File: src/rtl/intel_fpga_shared_mem_pkg.sv
// Shared definitions for the shared-memory Avalon-MM port: FSM state type
// and the per-lane byte-enable merge used by the read-modify-write path.
package intel_fpga_shared_mem_pkg;

  // Byte lane width; the data width is a whole number of these lanes.
  localparam int LANE_W = 8;

  typedef enum logic [2:0] {
    ST_IDLE     = 3'd0,
    ST_RD_BURST = 3'd1,
    ST_WR_BURST = 3'd2,
    ST_RMW_RD   = 3'd3,
    ST_RMW_WR   = 3'd4
  } t_avmm_port_state;

  // Select the new lane when its byte enable is set, else keep the old lane.
  function automatic logic [LANE_W-1:0] merge_be(
    input logic [LANE_W-1:0] old_lane,
    input logic [LANE_W-1:0] new_lane,
    input logic              be
  );
    return be ? new_lane : old_lane;
  endfunction

endpackage

File: src/rtl/intel_fpga_shared_mem_be_merge.sv
// Combinational byte-lane merge: enabled lanes come from new_word, the rest
// from old_word. Used to build the write-back word of a partial write.
module intel_fpga_shared_mem_be_merge
  import intel_fpga_shared_mem_pkg::*;
#(
  parameter int P_DATA_WIDTH = 32
) (
  input  logic [P_DATA_WIDTH-1:0]   old_word,
  input  logic [P_DATA_WIDTH-1:0]   new_word,
  input  logic [P_DATA_WIDTH/8-1:0] be,
  output logic [P_DATA_WIDTH-1:0]   merged_word
);

  for (genvar i = 0; i < P_DATA_WIDTH / LANE_W; i++) begin : g_lane
    assign merged_word[i*LANE_W +: LANE_W] =
      merge_be(old_word[i*LANE_W +: LANE_W], new_word[i*LANE_W +: LANE_W], be[i]);
  end

endmodule

File: src/rtl/intel_fpga_shared_mem_avmm_port.sv
// Avalon-MM agent for one port of the shared-memory dual-port RAM. Accepts
// read/write bursts, emulates byte enables with read-modify-write, and drives
// the RAM port with registered addr/data/re/we.
module intel_fpga_shared_mem_avmm_port
  import intel_fpga_shared_mem_pkg::*;
#(
  parameter int P_ADDR_WIDTH  = 4,
  parameter int P_DATA_WIDTH  = 32,
  parameter int P_BURST_WIDTH = 4
) (
  input  logic                      clk,
  input  logic                      rst,
  input  logic [P_ADDR_WIDTH-1:0]   avs_address,
  input  logic                      avs_read,
  input  logic                      avs_write,
  input  logic [P_DATA_WIDTH-1:0]   avs_writedata,
  input  logic [P_DATA_WIDTH/8-1:0] avs_byteenable,
  input  logic [P_BURST_WIDTH-1:0]  avs_burstcount,
  output logic                      avs_waitrequest,
  output logic [P_DATA_WIDTH-1:0]   avs_readdata,
  output logic                      avs_readdatavalid,
  output logic [P_ADDR_WIDTH-1:0]   mem_addr,
  output logic [P_DATA_WIDTH-1:0]   mem_data_in,
  output logic                      mem_re,
  output logic                      mem_we,
  input  logic [P_DATA_WIDTH-1:0]   mem_data_out
);

  localparam int BE_W = P_DATA_WIDTH / 8;
  localparam logic [P_ADDR_WIDTH-1:0]  ONE_A = P_ADDR_WIDTH'(1);
  localparam logic [P_BURST_WIDTH-1:0] ONE_B = P_BURST_WIDTH'(1);

  t_avmm_port_state          state_q, state_d;
  logic [P_ADDR_WIDTH-1:0]   addr_q;       // address of the next burst beat
  logic [P_BURST_WIDTH-1:0]  rem_q;        // beats still to come in this burst
  logic [P_DATA_WIDTH-1:0]   wdata_q;      // write data held across RMW
  logic [BE_W-1:0]           be_q;         // byte enables held across RMW
  logic [P_DATA_WIDTH-1:0]   mem_wdata_q;  // full-word write data register
  logic                      rdv_q;
  logic [P_DATA_WIDTH-1:0]   merged_word;

  logic                      wr_accept;
  logic                      rd_accept;
  logic                      be_full;
  logic                      be_none;
  logic [P_ADDR_WIDTH-1:0]   beat_addr;
  logic [P_BURST_WIDTH-1:0]  rem_next;

  intel_fpga_shared_mem_be_merge #(
    .P_DATA_WIDTH (P_DATA_WIDTH)
  ) u_be_merge (
    .old_word    (mem_data_out),
    .new_word    (wdata_q),
    .be          (be_q),
    .merged_word (merged_word)
  );

  // Decode the host request: acceptance, byte-enable class, beat address and count.
  always_comb begin
    wr_accept = avs_write && !avs_waitrequest;
    rd_accept = avs_read && !avs_write && !avs_waitrequest && (state_q == ST_IDLE);
    be_full   = &avs_byteenable;
    be_none   = ~|avs_byteenable;
    beat_addr = (state_q == ST_IDLE) ? avs_address : addr_q;
    if (state_q == ST_IDLE)
      rem_next = (avs_burstcount == '0) ? '0 : avs_burstcount - ONE_B;
    else
      rem_next = rem_q - ONE_B;
  end

  // State register.
  always_ff @(posedge clk) begin
    // NOTE: sequential state uses non-blocking assignments so every flop
    // samples pre-edge values regardless of block evaluation order.
    if (rst) state_q <= ST_IDLE;
    else     state_q <= state_d;
  end

  // Next-state logic.
  always_comb begin
    // NOTE: default assignment first so no path leaves state_d unassigned
    // (which would infer a latch).
    state_d = state_q;
    case (state_q)
      ST_IDLE, ST_WR_BURST: begin
        if (wr_accept) begin
          if (!be_full && !be_none)   state_d = ST_RMW_RD;
          else if (rem_next != '0)    state_d = ST_WR_BURST;
          else                        state_d = ST_IDLE;
        end else if (rd_accept) begin
          state_d = ST_RD_BURST;
        end
      end
      ST_RD_BURST: if (rem_q == '0) state_d = ST_IDLE;
      ST_RMW_RD:   state_d = ST_RMW_WR;
      ST_RMW_WR:   state_d = (rem_q != '0) ? ST_WR_BURST : ST_IDLE;
      default:     state_d = ST_IDLE;
    endcase
  end

  // Burst bookkeeping and registered RAM-side command outputs.
  always_ff @(posedge clk) begin
    if (rst) begin
      addr_q      <= '0;
      rem_q       <= '0;
      wdata_q     <= '0;
      be_q        <= '0;
      mem_addr    <= '0;
      mem_wdata_q <= '0;
      mem_re      <= 1'b0;
      mem_we      <= 1'b0;
      rdv_q       <= 1'b0;
    end else begin
      mem_re <= 1'b0;
      mem_we <= 1'b0;
      // Read data returns the cycle after each read issue of a burst.
      rdv_q  <= (state_q == ST_RD_BURST);
      case (state_q)
        ST_IDLE, ST_WR_BURST: begin
          if (wr_accept) begin
            addr_q  <= beat_addr + ONE_A;
            rem_q   <= rem_next;
            wdata_q <= avs_writedata;
            be_q    <= avs_byteenable;
            if (be_full) begin
              mem_we      <= 1'b1;
              mem_addr    <= beat_addr;
              mem_wdata_q <= avs_writedata;
            end else if (!be_none) begin
              mem_re   <= 1'b1;
              mem_addr <= beat_addr;
            end
          end else if (rd_accept) begin
            mem_re   <= 1'b1;
            mem_addr <= avs_address;
            addr_q   <= avs_address + ONE_A;
            rem_q    <= rem_next;
          end
        end
        ST_RD_BURST: begin
          if (rem_q != '0) begin
            mem_re   <= 1'b1;
            mem_addr <= addr_q;
            addr_q   <= addr_q + ONE_A;
            rem_q    <= rem_q - ONE_B;
          end
        end
        // Write-back of the merged word; mem_addr still holds the beat address.
        ST_RMW_RD: mem_we <= 1'b1;
        default: ;
      endcase
    end
  end

  // Host-side handshake, read data gating and RAM write data selection.
  always_comb begin
    avs_waitrequest   = rst || !((state_q == ST_IDLE) || (state_q == ST_WR_BURST));
    avs_readdatavalid = rdv_q;
    avs_readdata      = rdv_q ? mem_data_out : '0;
    // The old word is only available from the RAM during RMW_WR itself, so the
    // merged word is steered onto mem_data_in in that cycle; mem_we is registered.
    mem_data_in       = (state_q == ST_RMW_WR) ? merged_word : mem_wdata_q;
  end

endmodule

File: config.mk
export PLATFORM = sky130hd
export DESIGN_NAME = intel_fpga_shared_mem_avmm_port
export DESIGN_NICKNAME = d
export VERILOG_FILES = /design/src/rtl/intel_fpga_shared_mem_pkg.sv /design/src/rtl/intel_fpga_shared_mem_be_merge.sv /design/src/rtl/intel_fpga_shared_mem_avmm_port.sv
export SDC_FILE = /design/constraint.sdc
export NUM_CORES = 1
export LEC_CHECK = 0
export BUFFER_PORTS_ARGS = -buffer_cell sky130_fd_sc_hd__buf_2
export CORE_MARGIN = 4
export CORE_UTILIZATION = 30
export DETAILED_ROUTE_END_ITERATION = 10
export PLACE_DENSITY = 0.63
export SYNTH_ARGS = -nofsm -noshare
export SYNTH_HDL_FRONTEND = slang
export SYNTH_SLANG_ARGS = --single-unit
File: constraint.sdc
create_clock -name clk -period 2.6 [get_ports clk]
set_input_delay 0.39 -clock clk [delete_from_list [all_inputs] [get_ports clk]]
set_output_delay 0.39 -clock clk [all_outputs]
set_load 0.02 [all_outputs]
==> key figures <==
Timing
  • Shortest period the worst path allows: ~2.3 ns
  • Final Hold Fails: 0
  • Final Cycle Share: 0.874
  • Setup tns final: 0 ns
  • Final slew viol count: 0
  • WHS: roughly 0.26 ns
  • Slew headroom: 0.635
  • Slew @ Worst Pin: approximately 0.55 ns
  • Final setup viols: 0
  • Final Skew: 0.00389 ns
  • RSZ-0062 raised after global routing: false
  • Peak Freq: ~440 MHz

Pwr
  • Switching power: between 0.001 and 0.0015 W
  • Pwr Density: around 600 nW/um^2
  • Clock share of power: 0.365
  • Switching Share: 0.300
  • P_leak: between 2 and 2.5 nW
  • Int Pwr: approximately 0.0024 W
  • Max IR drop VDD: 0.243 mV
  • Gate power share: 0.191
  • Flop pwr share: 0.443

Logic synthesis
  • Library cells used by synthesis: 42
  • Post-synth EDFFs: 0
  • Syn_nets: 665
  • Yosys top cell area share: 0.402
  • Gate Count Post-Synth: 583
  • Seq/Total Area, Yosys: 0.402
  • Area contributors post-synth: dfxtp_1 40%, nand2_1 13%, a21oi_1 9.1%
  • Mapped Area: between 4000 and 5000 sq um
  • Synth async-reset ratio: 0
  • Post-Syn Area per Cell: between 7 and 8 sq um
  • Number of synthesized register bits: 86
  • Top_reg_cell synth: dfxtp_1
  • Synth area leader: dfxtp_1
  • Synth warn: 0

Clock network
  • CTS tree: yes
  • CTS Root Buffer Type: clkbuf_16
  • Hold_buf cts: 0
  • Post-cts sizing count: 0
  • Clock Latency Late Sink: between 0.3 and 0.4 ns
  • H-tree levels: 3
  • TritonCTS Buffers: 9
  • Longest Clk Path Bufs: 2
  • Post-CTS setup buffers: 0
  • Clk slew on worst S/H paths: 0.07 ns
  • Total clock sinks: 86

Setup path
  • FF-to-FF Start: state_q[1]$_SDFFE_PP0P_
  • Crit path max fanout: 24
  • Cells on worst reg2reg path: 7
  • Crit path DAT: about 1.9 ns
  • Crit end category: output port
  • Worst EP required: ~2.2 ns
  • CP Launch Type: flop
  • R2R setup slack: roughly 0.4 ns
  • Crit path kind: flop to output port
  • Worst flop-to-flop path endpoint: addr_q[2]$_SDFFE_PP0P_

Floorplanning
  • Die area: 16,300 sq um
  • Die Wd: about 130 um
  • Die height: ~130 um
  • Core area: 13,900 sq um
  • IO Count: approximately 150
  • Initial Util: 0.308
  • Num rows: 43

Route
  • Via Count: between 4,000 and 5,000
  • WL final: roughly 12 mm
  • DR pass1 iterations: 4
  • Drc violations: 0
  • WL/cell: 13.5 um
  • Post-route ant nets: 0
  • DR iter-0 viols: about 220
  • Vias per inst: 4.61

Run
  • Max-cap violations: 0

Cells and area
  • Most frequent cells in the layout: 151 x nand2_1, 151 x buf_2, 85 x dfxtp_1
  • Antenna fix cells: 0
  • Post-route cell area: 5530 sq um
  • Filler Cells Inserted: between 1,000 and 1,500
  • Area of the multi-input gates: 2380 sq um
  • Layout area overhead: 29.1%
  • Share of post-route cells with drive strength above 1: 0.265
  • Register area: between 1500 and 2000 sq um
  • Nets: around 800

Global routing
  • First-pass GRT wire length: between 15 and 20 mm
  • Congestion Overflow GR: 0
  • GRT Util Overall: 0.146
  • Initial antenna violation count: 0
  • Largest net degree at the start of global routing: 41
  • Number of global-route vias before repair: roughly 3,800

Worst hold path
  • Min-delay worst type: input pin to flop
  • Worst Hold End: wdata_q[15]$_SDFFE_PP0P_
  • Min-delay src: avs_writedata[15]
  • Hold Path Stages: 3

Placed design
  • I/O Buffers: around 150
  • Placed cell areas: around 5200 sq um
  • Routability cong.: 0.819
  • Hpwl dp: just under 9 mm

Status
  • Status: completed
[registers in the layout, summed over array words and instances, names as in the netlist]
signal,count
mem_re,1
state_q,3
mem_addr,4
mem_we,1
be_q,4
rem_q,4
mem_wdata_q,32
avs_readdatavalid,1
addr_q,4
wdata_q,32
[synthesized netlist by cell type (2+ instances only)]
library cell and number:
ha_1 2, nor3b_1 4, o31ai_1 3, clkbuf_1 28, inv_1 5, nand3b_1 2
mux2_2 3, or3_1 3, xor2_1 2, o21ai_0 49, buf_1 8, dfxtp_1 86
and2_1 34, nor2_1 47, nand2b_1 2, nor3_1 8, nand3_1 4, a21oi_1 78
nor2b_1 2, mux2i_1 33, buf_2 6, nand2_1 151, a31oi_1 4
[final cells by class]
type                    instances  area share
clock inverters                 6     0.00814
flip-flops and latches         86       0.311
inverters                       5     0.00339
repair buffers                165       0.162
clock buffers                  10      0.0432
multi-input cells             449       0.431
well taps                     180      0.0407
[per-layer routing]
| metal | track usage | part of all wire | up-vias |
|---|---|---|---|
| li1 | - | - | 2222 |
| met1 | 0.196 | 0.47 | 1821 |
| met2 | 0.231 | 0.46 | 103 |
| met3 | 0.0368 | 0.058 | 7 |
| met4 | 0.0448 | 0.0081 | 0 |
| met5 | 0 | 0 | - |
[kinds of logic (layout without fill, tap and decap cells)]
family,Yosys count,after routing,share of synthesized area
flip-flops,86,86,0.402
AND/OR/NAND/NOR,266,266,0.276
XOR/XNOR,3,3,0.00613
buffers and inverters,48,186,0.0455
adder cells (fa/ha/maj),2,2,0.00584
AO/OA/AOI/OAI,142,142,0.180
multiplexers,36,36,0.0849
[worst max path at each step]
stage                                       start                     end  slack [ns]
after floorplan           state_q[0]$_SDFFE_PP0P_  addr_q[2]$_SDFFE_PP0P_        0.46
after global placement                  avs_write  addr_q[2]$_SDFFE_PP0P_        0.36
after detailed placement                avs_write  addr_q[2]$_SDFFE_PP0P_        0.33
after CTS                 state_q[2]$_SDFFE_PP0P_         mem_data_in[26]        0.11
after global routing      state_q[2]$_SDFFE_PP0P_         mem_data_in[29]        0.13
final                     state_q[2]$_SDFFE_PP0P_         mem_data_in[26]        0.33
[power groups by stage]
stage / sequential, W / combinational, W / clock (W)
after global routing: 0.00151 / 0.000719 / 0.00135
after CTS: 0.00150 / 0.000652 / 0.00128
after detailed placement: 0.00153 / 0.000650 / 0
final: 0.00150 / 0.000646 / 0.00123
after global placement: 0.00153 / 0.000647 / 0
after floorplan: 0.00150 / 0.000442 / 0
[through the flow]
| stage | instances | worst slack, ns | utilization | power (W) |
|---|---|---|---|---|
| finish | 901 | 0.326 | 0.397 | 0.00338 |
| floorplan | 583 | 0.463 | - | 0.00194 |
| CTS | 901 | 0.112 | 0.397 | 0.00343 |
| detailed placement | 885 | 0.335 | 0.377 | 0.00218 |
| global route | 901 | 0.127 | 0.397 | 0.00358 |
| global placement | 885 | 0.357 | 0.377 | 0.00217 |
[critical path, cell delays in order, from the launching register on]
cell and delay (ns):
dfxtp_2 0.48, nor3b_2 0.32, buf_4 0.33, nor2_1 0.07, a21oi_1 0.15, buf_2 0.19
Power figures use the tool's default switching activity.
